File: src/rtl/simon_share_arbiter_if.sv
// Bundle between two requesters, the share arbiter and one SIMON engine.
// slave = arbiter view, master = environment (requesters + engine) view.
interface simon_share_arbiter_if #(
  parameter int N = 16,
  parameter int M = 4
);
  logic                  req0;
  logic                  req1;
  logic [2*N-1:0]        plain0;
  logic [2*N-1:0]        plain1;
  logic [M-1:0][N-1:0]   key0;
  logic [M-1:0][N-1:0]   key1;
  logic                  done0;
  logic                  done1;
  logic [2*N-1:0]        cipher;
  logic                  eng_nR;
  logic                  eng_newData;
  logic                  eng_readData;
  logic [2*N-1:0]        eng_plain;
  logic [M-1:0][N-1:0]   eng_key;
  logic                  eng_doneData;
  logic [2*N-1:0]        eng_cipher;

  modport slave (
    input  req0, req1, plain0, plain1, key0, key1, eng_doneData, eng_cipher,
    output done0, done1, cipher, eng_nR, eng_newData, eng_readData, eng_plain, eng_key
  );

  modport master (
    output req0, req1, plain0, plain1, key0, key1, eng_doneData, eng_cipher,
    input  done0, done1, cipher, eng_nR, eng_newData, eng_readData, eng_plain, eng_key
  );
endinterface

File: src/rtl/simon_share_arbiter.sv
// Round-robin sharing of one SIMON engine between two requesters.
// Optional macro SIMON_ARB_KEYCACHE_EN: skip the engine reset when the granted key is unchanged.
module simon_share_arbiter #(
  parameter int N  = 16,
  parameter int M  = 4,
  parameter int T  = 32,
  parameter int HB = 2
) (
  input  logic                  clk,
  input  logic                  R,
  simon_share_arbiter_if.slave  bus
);

  typedef enum logic [2:0] {IDLE, KRST, LOAD, BUSY, READ, RESP} state_t;

  // Holdoff may never outlast the engine itself, or a genuine result would be skipped.
  localparam int HOLD = (HB < T + 3) ? HB : T + 2;
  localparam int CW   = $clog2(HOLD + 2);

  state_t                state;
  state_t                state_d;
  logic [CW-1:0]         hold_cnt;
  logic                  grant;
  logic                  last;
  logic                  key_valid;
  logic                  sel;
  logic                  any_req;
  logic                  need_krst;
  logic                  eng_nr_r;
  logic [2*N-1:0]        cipher_r;
  logic [M-1:0][N-1:0]   key_g;

  assign any_req = bus.req0 || bus.req1;
  assign sel     = (bus.req0 && bus.req1) ? ~last : bus.req1;
  assign key_g   = grant ? bus.key1 : bus.key0;

`ifdef SIMON_ARB_KEYCACHE_EN
  logic [M-1:0][N-1:0]   key_last;
  logic [M-1:0][N-1:0]   sel_key;

  assign sel_key   = sel ? bus.key1 : bus.key0;
  assign need_krst = key_valid && (sel_key != key_last);
`else
  assign need_krst = key_valid;
`endif

  assign bus.eng_plain = grant ? bus.plain1 : bus.plain0;
  assign bus.eng_key   = key_g;
  assign bus.eng_nR    = eng_nr_r;
  assign bus.cipher    = cipher_r;

  always_ff @(posedge clk or posedge R) begin
    if (R) state <= IDLE;
    else   state <= state_d;
  end

  always_comb begin
    state_d          = state;
    bus.eng_newData  = 1'b0;
    bus.eng_readData = 1'b0;
    bus.done0        = 1'b0;
    bus.done1        = 1'b0;
    case (state)
      IDLE: if (any_req) state_d = need_krst ? KRST : LOAD;
      KRST: state_d = LOAD;
      LOAD: begin
        bus.eng_newData = 1'b1;
        state_d         = BUSY;
      end
      BUSY: if ((hold_cnt >= CW'(HOLD)) && bus.eng_doneData) state_d = READ;
      READ: begin
        bus.eng_readData = 1'b1;
        state_d          = RESP;
      end
      RESP: begin
        bus.done0 = ~grant;
        bus.done1 = grant;
        state_d   = IDLE;
      end
      default: state_d = IDLE;
    endcase
  end

  // eng_nR is registered from the next state so KRST sees exactly one low cycle.
  always_ff @(posedge clk or posedge R) begin
    if (R) begin
      grant     <= 1'b0;
      last      <= 1'b1;
      key_valid <= 1'b0;
      cipher_r  <= '0;
      eng_nr_r  <= 1'b0;
      hold_cnt  <= '0;
`ifdef SIMON_ARB_KEYCACHE_EN
      key_last  <= '0;
`endif
    end else begin
      eng_nr_r <= (state_d != KRST);
      if (state == IDLE && any_req) grant <= sel;
      if (state == LOAD) begin
        key_valid <= 1'b1;
        hold_cnt  <= '0;
`ifdef SIMON_ARB_KEYCACHE_EN
        key_last  <= key_g;
`endif
      end
      if (state == BUSY && hold_cnt < CW'(HOLD)) hold_cnt <= hold_cnt + CW'(1);
      if (state == READ) cipher_r <= bus.eng_cipher;
      if (state == RESP) last <= grant;
    end
  end

endmodule
File: src/flat_wrapper.sv
// flat-port wrapper written by rule: the top's interface ports become plain ports
module simon_share_arbiter_flat 
#(
  parameter int N  = 16,
  parameter int M  = 4,
  parameter int T  = 32,
  parameter int HB = 2
)
  (clk, R, bus_req0, bus_req1, bus_plain0, bus_plain1, bus_key0, bus_key1, bus_eng_doneData, bus_eng_cipher, bus_done0, bus_done1, bus_cipher, bus_eng_nR, bus_eng_newData, bus_eng_readData, bus_eng_plain, bus_eng_key);
  simon_share_arbiter_if #(.N(N), .M(M)) bus_i ();
  input  logic clk;
  input  logic R;
  input wire logic [$bits(bus_i.req0)-1:0] bus_req0;
  input wire logic [$bits(bus_i.req1)-1:0] bus_req1;
  input wire logic [$bits(bus_i.plain0)-1:0] bus_plain0;
  input wire logic [$bits(bus_i.plain1)-1:0] bus_plain1;
  input wire logic [$bits(bus_i.key0)-1:0] bus_key0;
  input wire logic [$bits(bus_i.key1)-1:0] bus_key1;
  input wire logic [$bits(bus_i.eng_doneData)-1:0] bus_eng_doneData;
  input wire logic [$bits(bus_i.eng_cipher)-1:0] bus_eng_cipher;
  output wire logic [$bits(bus_i.done0)-1:0] bus_done0;
  output wire logic [$bits(bus_i.done1)-1:0] bus_done1;
  output wire logic [$bits(bus_i.cipher)-1:0] bus_cipher;
  output wire logic [$bits(bus_i.eng_nR)-1:0] bus_eng_nR;
  output wire logic [$bits(bus_i.eng_newData)-1:0] bus_eng_newData;
  output wire logic [$bits(bus_i.eng_readData)-1:0] bus_eng_readData;
  output wire logic [$bits(bus_i.eng_plain)-1:0] bus_eng_plain;
  output wire logic [$bits(bus_i.eng_key)-1:0] bus_eng_key;
  assign bus_i.req0 = bus_req0;
  assign bus_i.req1 = bus_req1;
  assign bus_i.plain0 = bus_plain0;
  assign bus_i.plain1 = bus_plain1;
  assign bus_i.key0 = bus_key0;
  assign bus_i.key1 = bus_key1;
  assign bus_i.eng_doneData = bus_eng_doneData;
  assign bus_i.eng_cipher = bus_eng_cipher;
  assign bus_done0 = bus_i.done0;
  assign bus_done1 = bus_i.done1;
  assign bus_cipher = bus_i.cipher;
  assign bus_eng_nR = bus_i.eng_nR;
  assign bus_eng_newData = bus_i.eng_newData;
  assign bus_eng_readData = bus_i.eng_readData;
  assign bus_eng_plain = bus_i.eng_plain;
  assign bus_eng_key = bus_i.eng_key;
  simon_share_arbiter #(.N(N), .M(M), .T(T), .HB(HB)) u_core (.clk(clk), .R(R), .bus(bus_i));
endmodule
File: config.mk
export PLATFORM = sky130hd
export DESIGN_NAME = simon_share_arbiter_flat
export DESIGN_NICKNAME = d
export VERILOG_FILES = /design/src/rtl/simon_share_arbiter_if.sv /design/src/rtl/simon_share_arbiter.sv /design/src/flat_wrapper.sv
export SDC_FILE = /design/constraint.sdc
export NUM_CORES = 1
export LEC_CHECK = 0
export BUFFER_PORTS_ARGS = -buffer_cell sky130_fd_sc_hd__buf_2
export CORE_AREA = 10 10 131 133
export DETAILED_ROUTE_END_ITERATION = 7
export DIE_AREA = 0 0 141 143
export PLACE_DENSITY_LB_ADDON = 0.25
export SLEW_MARGIN = 15
export SYNTH_ARGS = -nofsm -noshare
export SYNTH_HDL_FRONTEND = slang
export SYNTH_SLANG_ARGS = --single-unit
File: constraint.sdc
create_clock -name clk -period 2.7 [get_ports clk]
set_clock_uncertainty 0.2 [all_clocks]
set_input_delay 0.135 -clock clk [delete_from_list [all_inputs] [get_ports clk]]
set_output_delay 0.135 -clock clk [all_outputs]
set_load 0.005 [all_outputs]
==> flow_results.org, run 1 <==
** Status
- Result of the run :: finished clean

** Critical path
- The number of cells on the worst reg-to-reg path is 4.
- On the critical path, the stage with the largest delay is an instance of dfrtp_4.
- Data on the critical path is required at its endpoint by 2.37 ns.
- In this run the critical register-to-register path is launched from u_core.state[0].
- CP peak stage delay :: 0.75 ns
- In this run the worst path has a maximum fanout of 50.
- Capturing point of the worst reg2reg path :: u_core.grant
- STA classifies the critical path endpoint as an output pin.
- Arrival @ worst endpoint :: 1.91 ns
- By startpoint and endpoint, the worst setup path is classified as reg2out.
- Critical path launch point type :: register
- Minimum setup slack among reg-to-reg paths :: 0.70 ns
- Walking the worst path, the cells encountered are buf_12 -> mux2_2 -> buf_2.

** CTS
- Counting the buffers created by CTS gives 5.
- CTS Root Buffer Type :: clkbuf_16
- Number of clock sinks :: 41
- Worst-Skew Late Latency :: 0.28 ns
- Clock slew at the register clock pins of the worst setup and hold paths :: 0.06 ns
- The clock tree synthesis step divided the H-tree into 2 levels.
- TritonCTS built the clock tree.
- Bufs on Longest Clock Path :: 2
- Post-CTS repair changed the size of 0 cells.

** Synthesis
- Average instance area after synthesis :: 12.7 sq um
- Number of flip-flops and latches in the synthesized netlist :: 41
- Sequential fraction of the synthesis area :: 37.0%
- Synthesis handed over a netlist of 218 instances.
- After synthesis the cells add up to 0.00277 sq mm.
- The Yosys step of the flow raised 0 warnings.
- Synthesis produced a netlist with a net count of 448.
- Counting distinct cell types in the post-synthesis netlist gives 28.

** Finish
- Fin nets :: 840
- For this run, the number of standard cells in the final layout without fillers is 803.
- Fill cell total of the finished layout :: 1481
- In the final layout, flip-flops and latches occupy 0.00103 sq mm.
- Compared with the post-synthesis result, the final layout area differs by 90.7%.
- In the final layout, the share of cells above drive strength 1 is 82.0%.
- Multi-input combinational cell area :: 0.00163 sq mm
- Core occupancy in the finished layout :: 36.7%

** Floorplan
- Chip Height :: 143 microns
- Initial Util :: 19.2%
- Core region area :: 0.0144 sq mm
- 362 I/O pins were placed.
- Horiz. Die Dim :: 141 microns
- Die footprint :: 0.0202 sq mm
- Number of rows created at floorplan :: 44

** Pwr
- Leakage power of the design :: 2.81 nW
- Overall power consumption after layout is estimated at 4.18 mW.
- Sw Ratio :: 35.6%
- Sequential cells account for 28.8% of the total power.
- Proportion of power drawn by combinational gates :: 57.7%
- Clock network power share :: 13.5%
- Power density over the cells :: 791 mW/mm^2
- Switch Pwr :: 1.49 mW
- Across the VDD grid, the largest voltage drop is 444 uV.
- Cell-internal power :: 2.69 mW

** GRT
- Entering global routing, the biggest net connects 51 pins.
- The via count of the first global-routing pass was 3806.
- Tot GR Track Use :: 15.1%
- The initial antenna violation count is 8.
- Global-route congestion overflow total :: 0
- Wire length of the first global-routing pass :: 23500 microns

** Placed design
- The number of placed instances, taps included, is 751.
- Quantity of I/O buffers inserted on ports :: 361
- Detailed placement ended at an HPWL of 14600 microns.
- At the end of routability-driven placement, the weighted congestion stood at 0.929.

** STA
- Subtracting the final worst setup slack from the clock period gives 2.24 ns.
- Timing would allow up to 445 MHz.
- Final Slew Violations :: 0
- Final count of negative-setup-slack endpoints :: 0
- Total negative slack for setup checks :: 0 ns
- Final Hold Vio Count :: 0
- Measured against its own limit, the worst slew margin works out to 65.3%.
- Actual transition at the worst max-transition pin :: 0.521 ns
- Setup repair after global routing missed its margin :: no
- Fraction of the cycle the final worst path needs :: 83.1%

** Route
- DRC violations left :: 0
- The detail route stage leaves a number of antenna-violating nets equal to 0.
- Total via count after detailed routing :: 3365
- The final layout contains routed wiring with a total length of 16600 microns.
- Number of detailed-routing iterations run before antenna repair :: 4
- Post-detailed-route wirelength per cell :: 20.7 microns
- In this run, the number of DRC markers left after iteration 0 of detailed routing was 98.
- Ratio of routed vias to standard cells :: 4.19

** Run
- Max-cap violations in this run came to 0.

** Min path
- For hold timing, the worst endpoint is u_core.state[1].
- The path class of the tightest hold or removal check is in2reg.
- The worst hold path begins at bus_eng_doneData.
- Number of instances on the worst hold path :: 3
-- registers in the layout, summed over array words and instances, names as in the netlist --
name	flops
u_core.grant	1
u_core.last	1
u_core.bus.cipher	32
u_core.hold_cnt	2
u_core.state	3
u_core.key_valid	1
u_core.bus.eng_nR	1
-- cells by family (layout without fill, tap and decap cells) --
family | count (synthesis) | in the layout | share of synthesized area [%]
compound gates | 12 | 12 | 3.20
mux | 128 | 128 | 52.0
fa+ha+maj | 1 | 1 | 0.451
simple gates | 16 | 16 | 3.20
other cells | 0 | 8 | 0
buf+inv | 20 | 413 | 4.11
flops | 41 | 41 | 37.0
-- worst max-delay path by stage --
stage,start,to,slack (ns),depth (start not counted)
2_1_floorplan,u_core.state[1],u_core.bus.cipher[10],1.04,4
4_1_cts,u_core.grant,bus_eng_plain[5],0.42,3
3_5_place_dp,u_core.grant,bus_eng_plain[5],0.73,3
5_1_grt,u_core.grant,bus_eng_plain[5],0.35,3
3_3_place_gp,u_core.grant,bus_eng_plain[12],0.75,3
6_report,u_core.grant,bus_eng_plain[9],0.46,3
-- synthesized netlist by cell type, drive strengths merged --
master / instances / area share (%)
mux2: 128 / 52
dfrtp: 40 / 36
buf: 16 / 3.6
nand2: 5 / 0.68
inv: 4 / 0.54
nor2: 4 / 0.54
o21ai: 3 / 0.54
nor3: 2 / 0.77
a21o: 1 / 0.27
a21oi: 1 / 0.18
a221oi: 1 / 0.32
a31o: 1 / 0.32
a32o: 1 / 0.36
and3: 1 / 0.23
dfstp: 1 / 0.95
ha: 1 / 0.45
nand2b: 1 / 0.23
nor2b: 1 / 0.23
nor4b: 1 / 0.32
o211a: 1 / 0.36
o21a: 1 / 0.27
o21bai: 1 / 0.27
o22a: 1 / 0.32
or2: 1 / 0.23
-- power groups by stage --
stage               sequential, mW  clock, mW  combinational [mW]
finish                        1.20      0.566                2.41
global route                  1.26      0.611                2.65
CTS                           1.21      0.593                2.47
detailed placement            1.21          0                2.41
global placement              1.19          0                2.38
floorplan                     1.07          0                1.40
-- routing by layer --
| metal | up-vias | routed length [microns] | global-route usage (%) |
|---|---|---|---|
| met3 | 17 | 2100 | 7.76 |
| met2 | 179 | 8540 | 26.3 |
| li1 | 1594 | - | - |
| met1 | 1573 | 5670 | 15.2 |
| met4 | 2 | 314 | 5.33 |
| met5 | - | 7 | 0 |
-- critical path, delay by kind of cell (launching register included) --
kind                   cells  cell delay [ns]
flip-flops                 1             0.75
multiplexers               1             0.39
buffers and inverters      2             0.46
-- through the flow --
step / cell area (sq um) / hold slack [ns] / setup WS [ns]
2_1_floorplan: 2770 / 0.0697 / 1.04
3_3_place_gp: 4770 / 0.0970 / 0.753
3_5_place_dp: 4770 / 0.101 / 0.727
4_1_cts: 5270 / 0.0586 / 0.422
5_1_grt: 5290 / 0.0678 / 0.350
6_report: 5290 / 0.0615 / 0.455
-- cell type report --
class                   instances  share of cell area [%]
repair buffers                401                    42.0
clock buffers                   6                    2.44
flip-flops and latches         41                    19.5
inverters                       4                   0.284
multi-input cells             157                    30.8
well taps                     184                    4.35
clock inverters                 2                   0.189
diodes                          8                   0.379
-- timing repair --
item                      4_1_cts  5_1_grt
hold buffers                   36        0
hold endpoints to repair       74        0
buffers inserted                0        0
-- cells in the final DEF, fill, tap and decap left out, types with 2 or more instances in the layout --
cell / instances
buf_12: 2
buf_2: 361
buf_4: 2
clkbuf_16: 5
clkinv_2: 2
dfrtp_1: 39
diode_2: 8
dlygate4sd3_1: 36
inv_1: 3
mux2_1: 5
mux2_2: 123
nand2_1: 5
nor2_1: 4
o21ai_0: 3
(Power assumes the default switching activity.)
==> run 2, diff against run 1 <==
--- a/config.mk
+++ b/config.mk
@@ -6,9 +6,9 @@
 export NUM_CORES = 1
 export LEC_CHECK = 0
 export BUFFER_PORTS_ARGS = -buffer_cell sky130_fd_sc_hd__buf_2
-export CORE_AREA = 10 10 131 133
+export CORE_AREA = 10 10 132 134
 export DETAILED_ROUTE_END_ITERATION = 7
-export DIE_AREA = 0 0 141 143
+export DIE_AREA = 0 0 142 144
 export PLACE_DENSITY_LB_ADDON = 0.25
 export SLEW_MARGIN = 15
 export SYNTH_ARGS = -nofsm -noshare
==> constraint.sdc (replaced) <==
create_clock -name clk -period 1.9 [get_ports clk]
set_clock_uncertainty 0.2 [all_clocks]
set_input_delay 0.095 -clock clk [delete_from_list [all_inputs] [get_ports clk]]
set_output_delay 0.095 -clock clk [all_outputs]
set_load 0.005 [all_outputs]
==> flow_results.org, run 2 (same netlist as run 1, synthesis figures left out) <==
** Placed design
- Final weighted congestion in routability-driven placement :: 0.914
- After detailed placement, the design holds a cell count of 755.
- Quantity of I/O buffers inserted on ports :: 361
- Once detailed placement completed, the half-perimeter wirelength came to 13500 microns.

** CTS
- Maximum level of the CTS H-tree :: 2
- Bufs on Longest Clock Path :: 2
- CTS tree :: done
- CTS Root Buffer Type :: clkbuf_16
- Buffers added to address setup during post-CTS repair amount to 0.
- # resized after CTS :: 0
- For the worst-skew pair, the clock arrives at the later sink with an insertion delay of 0.28 ns.
- TritonCTS created 5 clock buffers.
- Clock-pin slew was measured on the worst setup and hold paths at 0.05 ns.
- The clock drives 41 sinks.

** Floorplan
- Number of rows created at floorplan :: 45
- Pin placement for this block handled 362 I/O pins.
- Once the floorplan was initialized, standard cells occupied 18.7% of the core.
- Horiz. Die Dim :: 142 microns
- Chip Height :: 144 microns
- The die covers 0.0204 sq mm.
- The total area inside the core boundary comes to 0.0149 sq mm.

** STA
- Setup violations remaining at the end of the flow were counted as 0.
- Setup repair after global routing left no endpoint under its margin.
- The total count of max-transition violations in the final report was 0.
- In this run the tightest slew margin relative to its limit is 65.8%.
- Setup total negative slack on the finished layout was measured at 0 ns.
- Final Hold Vio Count :: 0
- Based on the critical path, the design can be clocked at up to 541 MHz.
- In the finished design, the share of the clock period the worst path needs comes to 97.3%.
- Actual transition at the worst max-transition pin :: 0.514 ns
- The smallest clock period supported by the final layout is computed as 1.85 ns.

** GRT
- Initial antenna violation count :: 10
- Vias in the first global route :: 3661
- Maximum number of pins on one net before global-route repair :: 59
- Summed over all layers, the global routing overflow is 0.
- Tot GR Track Use :: 13.8%
- The first global-routing pass estimated 22100 microns of wire.

** Finish
- Fill cell total of the finished layout :: 1500
- The final layout contains 839 nets.
- Most common cell after layout, fill and taps aside :: buf_2
- Max FFs per register :: 32
- Highest-count cells in the layout ignoring fill and taps :: buf_2 (361), mux2_2 (123), dfrtp_1 (39)
- Area Growth Syn to Fin :: 92.2%
- The finished layout holds 806 standard cells, fillers aside.
- The post-route netlist has 82.1% of its cells at a drive strength greater than 1.

** Pwr
- For this design the static power due to leakage is 2.82 nW.
- The worst-case IR drop observed on VDD is 906 uV.
- Power density over the cells :: 1150 mW/mm^2

** Critical path
- Launching element of the worst setup path :: u_core.grant
- Category of the most critical setup path :: reg2out
- For the worst setup path, the data required time is 1.60 ns.
- Max Fanout on Critical Path :: 58
- Type of destination of the critical path :: output pin
- Startpoint of the lowest-slack register-to-register path :: u_core.state[1]
- Critical path launch point type :: register
- Arrival @ worst endpoint :: 1.55 ns

** Route
- Detailed routing inserted a total of 3358 vias.
- The routed design has 15700 microns of wire.
- Post-detailed-route wirelength per cell :: 19.5 microns
- For this run, design rule violations remaining after detail routing come to 0.
- Using the TritonRoute via totals, the vias-per-cell ratio works out to 4.17.
- Number of detailed-routing iterations run before antenna repair :: 4
- Detail Route Antenna Nets :: 0
- Drt initial violations :: 103

** Min path
- Kind of path behind the tightest hold check :: in2reg
- Worst hold start :: bus_eng_doneData

** Run
- Across the run, the number of max-cap violations was 0.

** Status
- The run finished with clean final reports.
-- run 2: changes by cell type in the layout (fill, tap and decap cells not counted), sizes merged --
cell / change
bufinv: +1
dlygate4sd3: -1
clkinv: -2
clkbuf: +1
-- run 2: final cells by class --
cell class	count	area, sq um	share of cell area [%]
Multi-Input combinational cell	157	1630	30.6
Inverter	4	15.0	0.282
Sequential cell	41	1030	19.3
Antenna cell	8	20.0	0.376
Clock inverter	1	30.0	0.563
Timing Repair Buffer	400	2220	41.7
Tap cell	188	235	4.41
Clock buffer	7	143	2.68
-- run 2: final timing paths --
kind,cells after the start,slack [ns],end
worst min register to register,1,0.29,u_core.bus.cipher[31]
max in group asynchronous,4,0.82,u_core.grant
worst max-delay path,3,0.05,bus_eng_key[44]
worst min-delay path,3,0.05,u_core.state[1]
min in group asynchronous,4,0.28,u_core.bus.cipher[31]
worst max register to register,3,0.23,u_core.bus.cipher[21]
-- run 2: repair_timing --
item                                    CTS  global route
hold buffers                             35             0
endpoints found under the setup margin    0             0
endpoints found under the hold margin    75             0
-- run 2: power by group --
group	total [mW]	switching, mW	internal [mW]	leakage [nW]
Clock	0.978	0.323	0.656	0.0842
Combinational	3.54	1.48	2.06	2.23
Sequential	1.59	0.289	1.30	0.503
-- run 2: worst max-delay path, cell delays in order, from the launching register on --
cell and delay [ns]:
dfrtp_4 0.44, buf_12 0.28, mux2_2 0.38, buf_2 0.14
-- run 2: metrics by stage --
step	setup WS (ns)	hold slack [ns]	total power, mW	area [sq um]	utilization, %
after detailed placement	0.225	0.0588	5.12	4790	32.2
after CTS	0.0382	0.0279	6.21	5310	35.7
after floorplan	0.237	0.0297	3.52	2770	-
final	0.0505	0.0509	6.11	5330	35.9
after global routing	0.00515	0.0585	6.59	5330	35.8
after global placement	0.285	0.0502	5.07	4790	32.2
-- run 2: per-layer routing --
layer / vias up / routed length (microns) / global-route usage [%]
li1: 1587 / - / -
met1: 1561 / 5620 / 14.4
met2: 187 / 8310 / 24.3
met3: 19 / 1500 / 5.28
met4: 4 / 281 / 5.76
met5: - / 27 / 0
==> run 3, diff against run 2 <==
==> constraint.sdc (replaced) <==
create_clock -name clk -period 1.9 [get_ports clk]
set_clock_uncertainty 0.2 [all_clocks]
set_input_delay 0 -clock clk [delete_from_list [all_inputs] [get_ports clk]]
set_output_delay 0 -clock clk [all_outputs]
set_load 0.005 [all_outputs]
==> flow_results.org, run 3 (same netlist as run 1, synthesis figures left out) <==
** GRT
- Wire length of the first global-routing pass :: 22100 microns
- The initial antenna violation count was 7.
- Maximum number of pins on one net before global-route repair :: 55
- Global-route congestion overflow total :: 0
- The via count of the first global-routing pass came to 3775.
- Tot GR Track Use :: 13.7%

** CTS
- CTS Root Buffer Type :: clkbuf_16
- The clock drives 41 sinks.
- TritonCTS built the clock tree.
- Clock buffers created by TritonCTS :: 5
- Maximum level of the CTS H-tree :: 2
- Bufs on Longest Clock Path :: 2
- For the worst-skew pair, the clock arrives at the later sink with an insertion delay of 0.27 ns.
- After clock tree synthesis, the clock-pin slew on the worst setup and hold paths is 0.05 ns.
- Post-CTS repair changed the size of 0 cells.
- Post-CTS repair timing setup buffer count :: 0

** Pwr
- For this design the static power due to leakage is 2.81 nW.
- Power density over the cells :: 1120 mW/mm^2
- VDD IR max :: 747 uV

** Finish
- Area Growth Syn to Fin :: 91.5%
- Cells fill 35.7% of the core in the end.
- Fraction of final layout cells with drive strength greater than 1 :: 81.8%
- Highest-count cells in the layout ignoring fill and taps :: buf_2 (361), mux2_2 (123), dfrtp_1 (39)
- Max FFs per register :: 32
- Sequential cell area in the final layout :: 0.00103 sq mm
- Post-route non-filler standard cell count :: 805
- After filler insertion, the fill cell instance count of the layout stands at 1492.
- Most common cell after layout, fill and taps aside :: buf_2
- Multi-input combinational cell area :: 0.00163 sq mm
- The net count of the finished layout is 840.

** Critical path
- Traced cell by cell, the critical path runs through buf_12 -> mux2_2 -> buf_2.
- Critical path's top delay family :: flip-flops
- The worst setup path is of the reg2out kind.
- Critical path launch point type :: register
- Type of destination of the critical path :: output pin
- Count of buffering cells on the critical path with inverters included :: 2
- Endpoint required time on the critical path :: 1.70 ns
- Slowest cell on crit path :: dfrtp_4
- The largest single stage delay on the critical path is 0.44 ns.
- Data arrives at the worst endpoint at 1.54 ns.
- Max Fanout on Critical Path :: 54

** Floorplan
- Number of rows created at floorplan :: 45
- Chip Height :: 144 microns
- The floorplan step defined a die boundary enclosing 0.0204 sq mm.
- Initial Util :: 18.7%
- After floorplanning, the core was sized to cover 0.0149 sq mm.
- Horiz. Die Dim :: 142 microns
- I/O pin total :: 362

** Min path
- The path class of the tightest hold or removal check is in2out.

** Status
- Result of the run :: finished clean

** Route
- Total via count after detailed routing :: 3350
- Number of detailed-routing iterations run before antenna repair :: 4
- DRC violations left :: 0
- Detail Route Antenna Nets :: 0
- In this run, the number of DRC markers left after iteration 0 of detailed routing was 98.
- Ratio of routed vias to standard cells :: 4.16
- Total wire length :: 15600 microns
- After detailed routing, the average wire length per cell comes to 19.3 microns.

** STA
- Least setup slack across all paths after layout :: 0.163 ns
- Maximum operating frequency :: 576 MHz
- Setup repair after global routing missed its margin :: no
- Final Slew Violations :: 0
- Headroom to the max-slew limit came out at 65.5%.
- Fraction of the cycle the final worst path needs :: 91.4%
- Final count of negative-setup-slack endpoints :: 0
- The worst path needs 1.74 ns of the cycle, external delays included.
- Total negative slack for setup checks :: 0 ns
- Final Hold Vio Count :: 0
- Actual transition at the worst max-transition pin :: 0.518 ns

** Placed design
- Quantity of I/O buffers inserted on ports :: 361
- After detailed placement, the design holds a cell count of 755.
- Prior to clock tree synthesis, the placed netlist has a worst setup slack of 0.222 ns.
- DP Wirelength :: 13500 microns
- Final weighted congestion in routability-driven placement :: 0.884

** Run
- Total of max-cap violations :: 0
==> run 3: through the flow <==
| stage | power [mW] | cell area (sq um) | hold slack (ns) |
|---|---|---|---|
| CTS | 6.06 | 5290 | 0.101 |
| detailed placement | 5.13 | 4790 | -0.0390 |
| global route | 6.42 | 5310 | 0.110 |
| finish | 5.96 | 5310 | 0.0968 |
| global placement | 5.07 | 4790 | -0.0498 |
| floorplan | 3.52 | 2770 | -0.0714 |
==> run 3: worst paths after layout <==
check | slack (ns) | endpoint | startpoint | cells after the start
worst min-delay path | 0.1 | bus_eng_key[12] | bus_key1[12] | 3
worst min register to register | 0.28 | u_core.bus.cipher[2] | u_core.bus.cipher[2] | 1
worst max-delay path | 0.16 | bus_eng_key[13] | u_core.grant | 3
worst max register to register | 0.23 | u_core.bus.cipher[10] | u_core.state[0] | 3
max in group asynchronous | 0.89 | u_core.grant | R | 4
min in group asynchronous | 0.20 | u_core.bus.cipher[15] | R | 4
==> run 3: worst min-delay path: cells and delay by family <==
kind	cells	cell delay (ns)
mux	1	0.12
buf+inv	2	0.17
==> run 3: layer usage <==
metal / global-route usage (%) / routed length, microns
met2: 25.0 / 8260
met5: 0 / 20
met4: 5.43 / 361
met1: 13.9 / 5480
met3: 4.62 / 1440
==> run 3: power breakdown <==
| part | switching (mW) | internal [mW] | leakage, nW |
|---|---|---|---|
| logic | 1.50 | 2.06 | 2.24 |
| clock network | 0.307 | 0.523 | 0.0712 |
| registers | 0.277 | 1.30 | 0.503 |
| total | 2.08 | 3.88 | 2.81 |
==> run 3: layout make-up <==
type | instances | share of cell area, %
diodes | 6 | 0.283
clock buffers | 8 | 2.76
inverters | 4 | 0.283
multi-input cells | 157 | 30.7
flip-flops and latches | 41 | 19.4
well taps | 188 | 4.43
repair buffers | 401 | 42.1
==> run 3: what timing repair did <==
action	CTS	global route
hold endpoints to repair	77	0
setup endpoints to repair	0	0
hold buffers	36	0
